<file path="config.mk">
export PLATFORM = sky130hd
export DESIGN_NAME = axi_lite_driver
export DESIGN_NICKNAME = d
export VERILOG_FILES = /design/src/rtl/axi_lite_driver.sv
export SDC_FILE = /design/constraint.sdc
export NUM_CORES = 1
export LEC_CHECK = 0
export CORE_MARGIN = 5
export CORE_UTILIZATION = 38
export CTS_CLUSTER_SIZE = 12
export DETAILED_ROUTE_END_ITERATION = 10
export GPL_ROUTABILITY_DRIVEN = 1
export PLACE_DENSITY = 0.8
export SETUP_SLACK_MARGIN = 0.02
export SYNTH_ARGS = -nofsm -noshare
export SYNTH_HDL_FRONTEND = slang
export SYNTH_SLANG_ARGS = --single-unit
export TNS_END_PERCENT = 50
</file>
<file path="constraint.sdc">
create_clock -name clk_i -period 1.9 [get_ports clk_i]
set_input_delay 0.19 -clock clk_i [delete_from_list [all_inputs] [get_ports clk_i]]
set_output_delay 0.19 -clock clk_i [all_outputs]
set_load 0.02 [all_outputs]
</file>
<file path="src/rtl/axi_lite_driver.sv">
// AXI4-Lite master that runs one write or read-with-expect at a time and flags response/data mismatches.
// Optional watchdog (sticky timeout_o, parameter TIMEOUT) is enabled with `define AXI_LITE_DRIVER_TIMEOUT_EN.
//   state   | meaning
//   IDLE    | waiting for a command, cmd_ready_o high
//   WR_REQ  | AW and W offered, each dropped after its own handshake
//   WR_RSP  | waiting for B
//   RD_REQ  | AR offered
//   RD_RSP  | waiting for R
//   REPORT  | one-cycle result pulse
module axi_lite_driver #(
    parameter int AW = 32,
    parameter int DW = 32
`ifdef AXI_LITE_DRIVER_TIMEOUT_EN
    , parameter int TIMEOUT = 1024
`endif
) (
    input  logic            clk_i,
    input  logic            rst_i,

    input  logic            cmd_valid_i,
    output logic            cmd_ready_o,
    input  logic            cmd_write_i,
    input  logic [AW-1:0]   cmd_addr_i,
    input  logic [DW-1:0]   cmd_wdata_i,
    input  logic [1:0]      cmd_exp_resp_i,
    input  logic            cmd_chk_data_i,
    input  logic [DW-1:0]   cmd_exp_data_i,

    output logic            rsp_valid_o,
    output logic [1:0]      rsp_resp_o,
    output logic [DW-1:0]   rsp_rdata_o,
    output logic            rsp_err_o,
    output logic [15:0]     err_cnt_o,
`ifdef AXI_LITE_DRIVER_TIMEOUT_EN
    output logic            timeout_o,
`endif

    output logic [AW-1:0]   aw_addr_o,
    output logic            aw_valid_o,
    input  logic            aw_ready_i,
    output logic [DW-1:0]   w_data_o,
    output logic [DW/8-1:0] w_strb_o,
    output logic            w_valid_o,
    input  logic            w_ready_i,
    input  logic [1:0]      b_resp_i,
    input  logic            b_valid_i,
    output logic            b_ready_o,
    output logic [AW-1:0]   ar_addr_o,
    output logic            ar_valid_o,
    input  logic            ar_ready_i,
    input  logic [DW-1:0]   r_data_i,
    input  logic [1:0]      r_resp_i,
    input  logic            r_valid_i,
    output logic            r_ready_o
);

    typedef enum logic [2:0] {
        ST_IDLE   = 3'd0,
        ST_WR_REQ = 3'd1,
        ST_WR_RSP = 3'd2,
        ST_RD_REQ = 3'd3,
        ST_RD_RSP = 3'd4,
        ST_REPORT = 3'd5
    } state_t;

    state_t          r_state;
    state_t          w_state_nxt;

    logic [AW-1:0]   r_addr;
    logic [DW-1:0]   r_wdata;
    logic [1:0]      r_exp_resp;
    logic            r_chk_data;
    logic [DW-1:0]   r_exp_data;

    logic            r_aw_done;
    logic            r_w_done;
    logic            r_aw_valid;
    logic            r_w_valid;
    logic            r_b_ready;
    logic            r_ar_valid;
    logic            r_r_ready;

    logic            r_rsp_valid;
    logic [1:0]      r_rsp_resp;
    logic [DW-1:0]   r_rsp_rdata;
    logic            r_rsp_err;
    logic [15:0]     r_err_cnt;

    logic            w_aw_done_nxt;
    logic            w_w_done_nxt;
    logic            w_cmd_acc;
    logic            w_b_hs;
    logic            w_r_hs;
    logic            w_wr_err;
    logic            w_rd_err;
    logic            w_err;

    always_comb begin
        w_state_nxt   = r_state;
        w_aw_done_nxt = r_aw_done;
        w_w_done_nxt  = r_w_done;
        w_cmd_acc     = 1'b0;
        w_b_hs        = 1'b0;
        w_r_hs        = 1'b0;
        case (r_state)
            ST_IDLE: begin
                if (cmd_valid_i) begin
                    w_cmd_acc     = 1'b1;
                    w_aw_done_nxt = 1'b0;
                    w_w_done_nxt  = 1'b0;
                    w_state_nxt   = cmd_write_i ? ST_WR_REQ : ST_RD_REQ;
                end
            end
            ST_WR_REQ: begin
                w_aw_done_nxt = r_aw_done | (r_aw_valid & aw_ready_i);
                w_w_done_nxt  = r_w_done  | (r_w_valid  & w_ready_i);
                if (w_aw_done_nxt && w_w_done_nxt) begin
                    w_state_nxt = ST_WR_RSP;
                end
            end
            ST_WR_RSP: begin
                if (r_b_ready && b_valid_i) begin
                    w_b_hs      = 1'b1;
                    w_state_nxt = ST_REPORT;
                end
            end
            ST_RD_REQ: begin
                if (r_ar_valid && ar_ready_i) begin
                    w_state_nxt = ST_RD_RSP;
                end
            end
            ST_RD_RSP: begin
                if (r_r_ready && r_valid_i) begin
                    w_r_hs      = 1'b1;
                    w_state_nxt = ST_REPORT;
                end
            end
            ST_REPORT: w_state_nxt = ST_IDLE;
            default:   w_state_nxt = ST_IDLE;
        endcase
    end

    assign w_wr_err = (b_resp_i != r_exp_resp);
    assign w_rd_err = (r_resp_i != r_exp_resp) | (r_chk_data & (r_data_i != r_exp_data));
    assign w_err    = w_b_hs ? w_wr_err : w_rd_err;

    // AXI controls are registered from the next state, so no valid ever follows a ready combinationally.
    always_ff @(posedge clk_i) begin
        if (rst_i) begin
            r_state     <= ST_IDLE;
            r_addr      <= '0;
            r_wdata     <= '0;
            r_exp_resp  <= 2'b00;
            r_chk_data  <= 1'b0;
            r_exp_data  <= '0;
            r_aw_done   <= 1'b0;
            r_w_done    <= 1'b0;
            r_aw_valid  <= 1'b0;
            r_w_valid   <= 1'b0;
            r_b_ready   <= 1'b0;
            r_ar_valid  <= 1'b0;
            r_r_ready   <= 1'b0;
            r_rsp_valid <= 1'b0;
            r_rsp_resp  <= 2'b00;
            r_rsp_rdata <= '0;
            r_rsp_err   <= 1'b0;
            r_err_cnt   <= 16'd0;
        end else begin
            r_state     <= w_state_nxt;
            r_aw_done   <= w_aw_done_nxt;
            r_w_done    <= w_w_done_nxt;
            r_aw_valid  <= (w_state_nxt == ST_WR_REQ) & ~w_aw_done_nxt;
            r_w_valid   <= (w_state_nxt == ST_WR_REQ) & ~w_w_done_nxt;
            r_b_ready   <= (w_state_nxt == ST_WR_RSP);
            r_ar_valid  <= (w_state_nxt == ST_RD_REQ);
            r_r_ready   <= (w_state_nxt == ST_RD_RSP);
            r_rsp_valid <= (w_state_nxt == ST_REPORT);
            if (w_cmd_acc) begin
                r_addr     <= cmd_addr_i;
                r_wdata    <= cmd_wdata_i;
                r_exp_resp <= cmd_exp_resp_i;
                r_chk_data <= cmd_chk_data_i;
                r_exp_data <= cmd_exp_data_i;
            end
            if (w_b_hs || w_r_hs) begin
                r_rsp_resp  <= w_b_hs ? b_resp_i : r_resp_i;
                r_rsp_rdata <= w_b_hs ? '0 : r_data_i;
                r_rsp_err   <= w_err;
                if (w_err && (r_err_cnt != 16'hFFFF)) begin
                    r_err_cnt <= r_err_cnt + 16'd1;
                end
            end
        end
    end

`ifdef AXI_LITE_DRIVER_TIMEOUT_EN
    localparam int CW = $clog2(TIMEOUT + 1);

    logic [CW-1:0] r_to_cnt;
    logic          r_timeout;

    // Down-counter reloaded on every state change; reaching terminal count only raises the flag.
    always_ff @(posedge clk_i) begin
        if (rst_i) begin
            r_to_cnt  <= '0;
            r_timeout <= 1'b0;
        end else if (w_state_nxt != r_state) begin
            r_to_cnt <= CW'(TIMEOUT);
        end else if ((r_state != ST_IDLE) && (r_to_cnt != '0)) begin
            r_to_cnt <= r_to_cnt - CW'(1);
            if (r_to_cnt == CW'(1)) begin
                r_timeout <= 1'b1;
            end
        end
    end

    assign timeout_o = r_timeout;
`endif

    assign cmd_ready_o = (r_state == ST_IDLE);
    assign aw_addr_o   = r_addr;
    assign aw_valid_o  = r_aw_valid;
    assign w_data_o    = r_wdata;
    assign w_strb_o    = '1;
    assign w_valid_o   = r_w_valid;
    assign b_ready_o   = r_b_ready;
    assign ar_addr_o   = r_addr;
    assign ar_valid_o  = r_ar_valid;
    assign r_ready_o   = r_r_ready;
    assign rsp_valid_o = r_rsp_valid;
    assign rsp_resp_o  = r_rsp_resp;
    assign rsp_rdata_o = r_rsp_rdata;
    assign rsp_err_o   = r_rsp_err;
    assign err_cnt_o   = r_err_cnt;

endmodule

</file>
==> results list, run 1 <==
- The run finished, with violations left.
- The final reports fail on setup timing.
* Clock latency reported for the late side of the worst-skew pair: 0.42 ns
- The worst register-to-register path begins at r_exp_data[10].
* CTS H-tree depth: 4
- In this run, synthesis inferred 0 flip-flops with an integrated enable.
- Counting along the longest clock path gives a buffer depth of 2.
* Arithmetic-cell share of the synthesized area counting full adders, half adders and majority gates: 0.001908
* Time the worst path needs with I/O delays and setup: 2.011 ns
- Clk sink count: 161
- Before CTS, the worst setup slack after placement is -0.5495 ns.
* Number of violations of the max-capacitance limit: 0
* Register bit count reported by yosys: 161
- Fraction of layout instances using a drive strength above 1: 0.09799
* Row count: 48
* Die span in y: 141.4 um
* Power, Total: 8.463 mW
- Hold Path Depth: 2
- TritonCTS built the clock tree.
- Final net count: 1224
- Setup crit end kind: flop
- Of all nets on the critical path, the largest fanout is 7.
- Register-to-Register Setup Slack: -0.11 ns
- The setup path with the least slack is of type reg2reg.
- Fill cells in the final layout number 1478.
- The worst pin sits at a relative slew slack of 0.6187.
- Synth Cell Area: 6559 sq um
* Number of violations reported at the end of detailed-routing iteration 0: 313
* Total via count in the routed design: 6418
- Quantity of hold-fixing buffers added after cts: 0
* Die X-Extent: 141.4 um
* Area of the placeable core: 17120 sq um
- Clock buffer count from CTS: 17
* Terminating pin of the worst hold path: err_cnt_o[1]
* Average instance area after synthesis: 8.127 sq um
* Length in cells of the worst reg-to-reg path: 9
* Final routed wirelength across all metal layers: 21150 um
* Synthesis-to-finish area growth: 59.06%
- By area, the combinational part of the netlist is dominated by simple AND/OR/NAND/NOR gates.
- Before antenna repair, the detailed router went through 5 iterations.
* Path type of the worst min-delay path: in2reg
* Placer congestion estimate: 0.8340
- Arrival time reported for the critical path endpoint: 2.30 ns
- Number of I/O pins: 302
* Largest clock skew in the final design: 0.01227 ns
- At the pin with the least slew margin, the transition time is 0.5700 ns.
- For this run, design rule violations remaining after detail routing come to 0.
* Number of antenna diodes: 0
* Clock Tree Root: clkbuf_16
* Mux contribution to synthesized area: 0.003243
- Vias in the first global route: 6416
- Area after detailed placement: 9752 sq um
- The fraction of the mapped netlist area in compound gates is 0.1526.
- After routing the design area is 10430 sq um.
* CTS clock-pin slew for the worst setup and hold paths: 0.07 ns
- Max-slew violation total from the final report: 0
- Required time reported for the critical path endpoint: 2.19 ns
* Async S/R FF share, synth: 0
- Worst r2r dst: err_cnt_o[3]
- For this run the aggregate overflow at the end of global routing stands at 0.
* Aggregate global-route resource usage: 0.2045
- Final period util: 1.058
- Synthesis handed over a netlist of 807 instances.
* Post-synthesis simple-gate area fraction: 0.2180
- Dividing the detail-routed via count by the number of cells gives 4.873.
* Input/output buffers: 297
* Number of antenna violations at the first check in global routing: 0
* Portion of the post-synthesis area used by sequential elements: 0.4914
- Static timing analysis puts the maximum clock frequency at 497.2 MHz.
- Hold Violations, Final: 0
* Power per unit of standard cell area: 811.2 nW/um^2
- Launch instance of the worst min-delay path: rst_i
- Final setup violation count: 17
* Full die area: 19990 sq um
* Setup WS post-layout: -0.1111 ns
- Dividing the detail-routed wire length by the instance count gives 16.06 um.
- The detail route stage leaves a number of antenna-violating nets equal to 0.
- Yosys synthesis warning count: 0
- Wire length of the first global-routing pass: 32880 um
- Number of distinct library cell variants in the gate-level netlist after synthesis: 48
- Starting density of the core: 0.3832
- In this run the static leakage power is 3.882 nW.
* Post-synth top flop: dfxtp_1
* Setup repair after global routing missed its margin: true
- Maximum number of pins on one net before global-route repair: 61
- Inst Count DP: 1284
- On the final layout, the worst hold slack is 0.2161 ns.
* XOR/XNOR Fraction of Synth Area: 0.05742
- Summed over all nets, the half-perimeter wirelength after detailed placement is 15590 um.
* CP Launch Type: flop
* Final cell count without fillers: 1317
* Worst supply voltage drop on vdd: 0.7038 mV
-- per-layer routing --
layer,track usage,up-vias,share of wire
met2,0.3486,242,0.49
met5,0,-,0
li1,-,3171,-
met4,0.06061,0,0.017
met1,0.2469,2980,0.41
met3,0.06640,25,0.086
-- logic make-up (layout without fill, tap and decap cells) --
family / count (synthesis) / after routing
and+or+nand+nor: 337 / 337
AOI/OAI and AO/OA: 170 / 170
DFF: 161 / 161
buffers and inverters: 92 / 374
xor gates and xnor gates: 43 / 43
muxes: 2 / 2
adders and majority gates: 1 / 1
other: 1 / 4
-- how the worst max path moves through the flow --
| stage | from | endpoint | slack (ns) | cells past startpoint |
|---|---|---|---|---|
| 2_1_floorplan | err_cnt_o[3] | err_cnt_o[6] | -0.04 | 7 |
| 3_3_place_gp | r_data_i[14] | err_cnt_o[11] | -0.50 | 10 |
| 3_5_place_dp | r_data_i[14] | err_cnt_o[7] | -0.55 | 10 |
| 4_1_cts | r_exp_data[10] | err_cnt_o[7] | -0.16 | 9 |
| 5_1_grt | r_exp_data[10] | err_cnt_o[7] | -0.24 | 9 |
| 6_report | r_exp_data[10] | err_cnt_o[3] | -0.11 | 9 |
-- cells in the final DEF (no fill, tap or decap), types with 3 or more instances in the layout --
cell type / count
a21oi_1: 125
buf_6: 3
a21o_1: 4
nand4_1: 3
nand3_1: 11
nor2_1: 34
and3_1: 9
nand2_1: 243
nor4_1: 6
inv_8: 4
dfxtp_2: 7
xnor2_1: 8
inv_1: 8
buf_4: 27
a22oi_1: 15
buf_12: 8
conb_1: 4
nor3_1: 6
clkdlybuf4s50_1: 295
dfxtp_1: 154
a21oi_2: 5
xor2_1: 34
clkbuf_16: 17
inv_6: 5
a211oi_1: 5
-- synthesized netlist by cell type (all sizes together) (3+ instances only) --
cell | count | area share
a22oi | 15 | 0.017
a211oi | 6 | 0.0088
nand2 | 244 | 0.14
xor2 | 34 | 0.045
nor2 | 37 | 0.025
clkbuf | 39 | 0.022
xnor2 | 9 | 0.012
dfxtp | 161 | 0.49
nor4 | 8 | 0.0076
inv | 8 | 0.0046
or2 | 3 | 0.0029
a21oi | 132 | 0.10
nand3 | 13 | 0.011
a21o | 4 | 0.0046
and3 | 9 | 0.0086
buf | 45 | 0.048
nand4 | 3 | 0.0029
nor3 | 7 | 0.0061
-- state kept, by name, indices dropped and copies added (netlist names), 2 cells and up --
register / flops
rsp_resp_o: 2
r_exp_resp: 2
ar_addr_o: 32
r_state: 3
w_data_o: 32
r_exp_data: 32
rsp_rdata_o: 32
err_cnt_o: 16
-- critical path, cell delays in order (launching register included) --
cell and delay, ns:
dfxtp_2 0.33, xor2_1 0.16, nor4_2 0.30, buf_4 0.15, nand4_1 0.16, o21ai_4 0.27
buf_6 0.17, a211oi_4 0.09, xnor2_1 0.19, nor2_1 0.06
-- power breakdown --
group / switching, mW / internal (mW) / total, mW
clock network: 1.55 / 1.74 / 3.29
logic: 0.767 / 0.758 / 1.53
registers: 0.111 / 3.54 / 3.65
total: 2.43 / 6.04 / 8.46
-- cell type report --
cell class                      count  area (sq um)  share of cell area
Tap cell                          225         281.5             0.02698
Clock inverter                     15         142.6             0.01367
Clock buffer                       17         425.4             0.04078
Inverter                            8         30.03            0.002878
Timing Repair Buffer              334          3361              0.3221
Sequential cell                   161          3232              0.3098
Multi-Input combinational cell    557          2960              0.2838
-- stage by stage --
stage          TNS [ns]  utilization
2_1_floorplan  -0.04136            -
3_5_place_dp     -11.31       0.5697
6_report         -1.397       0.6095
3_3_place_gp     -9.757       0.5697
4_1_cts          -2.107       0.6055
5_1_grt          -3.403       0.6095
-- what timing repair did --
action | CTS | global route
endpoints found under the setup margin | 32 | 55
buffers inserted | 0 | 1
gates resized for setup | 12 | 12
pin swaps | 9 | 6
Note: power is estimated with default switching activity, not from simulation.
==> run 2, diff against run 1 <==
- HOLD_SLACK_MARGIN: unset -> 0.02
==> results of run 2 <==
Same layout as run 1: the final DEF is identical, and so are final timing and power.
==> run 3, diff against run 2 <==
- CTS_BUF_LIST: unset -> sky130_fd_sc_hd__clkbuf_4 sky130_fd_sc_hd__clkbuf_8 sky130_fd_sc_hd__clkbuf_16
==> results of run 3 <==
Same layout as run 1: the final DEF is identical, and so are final timing and power.
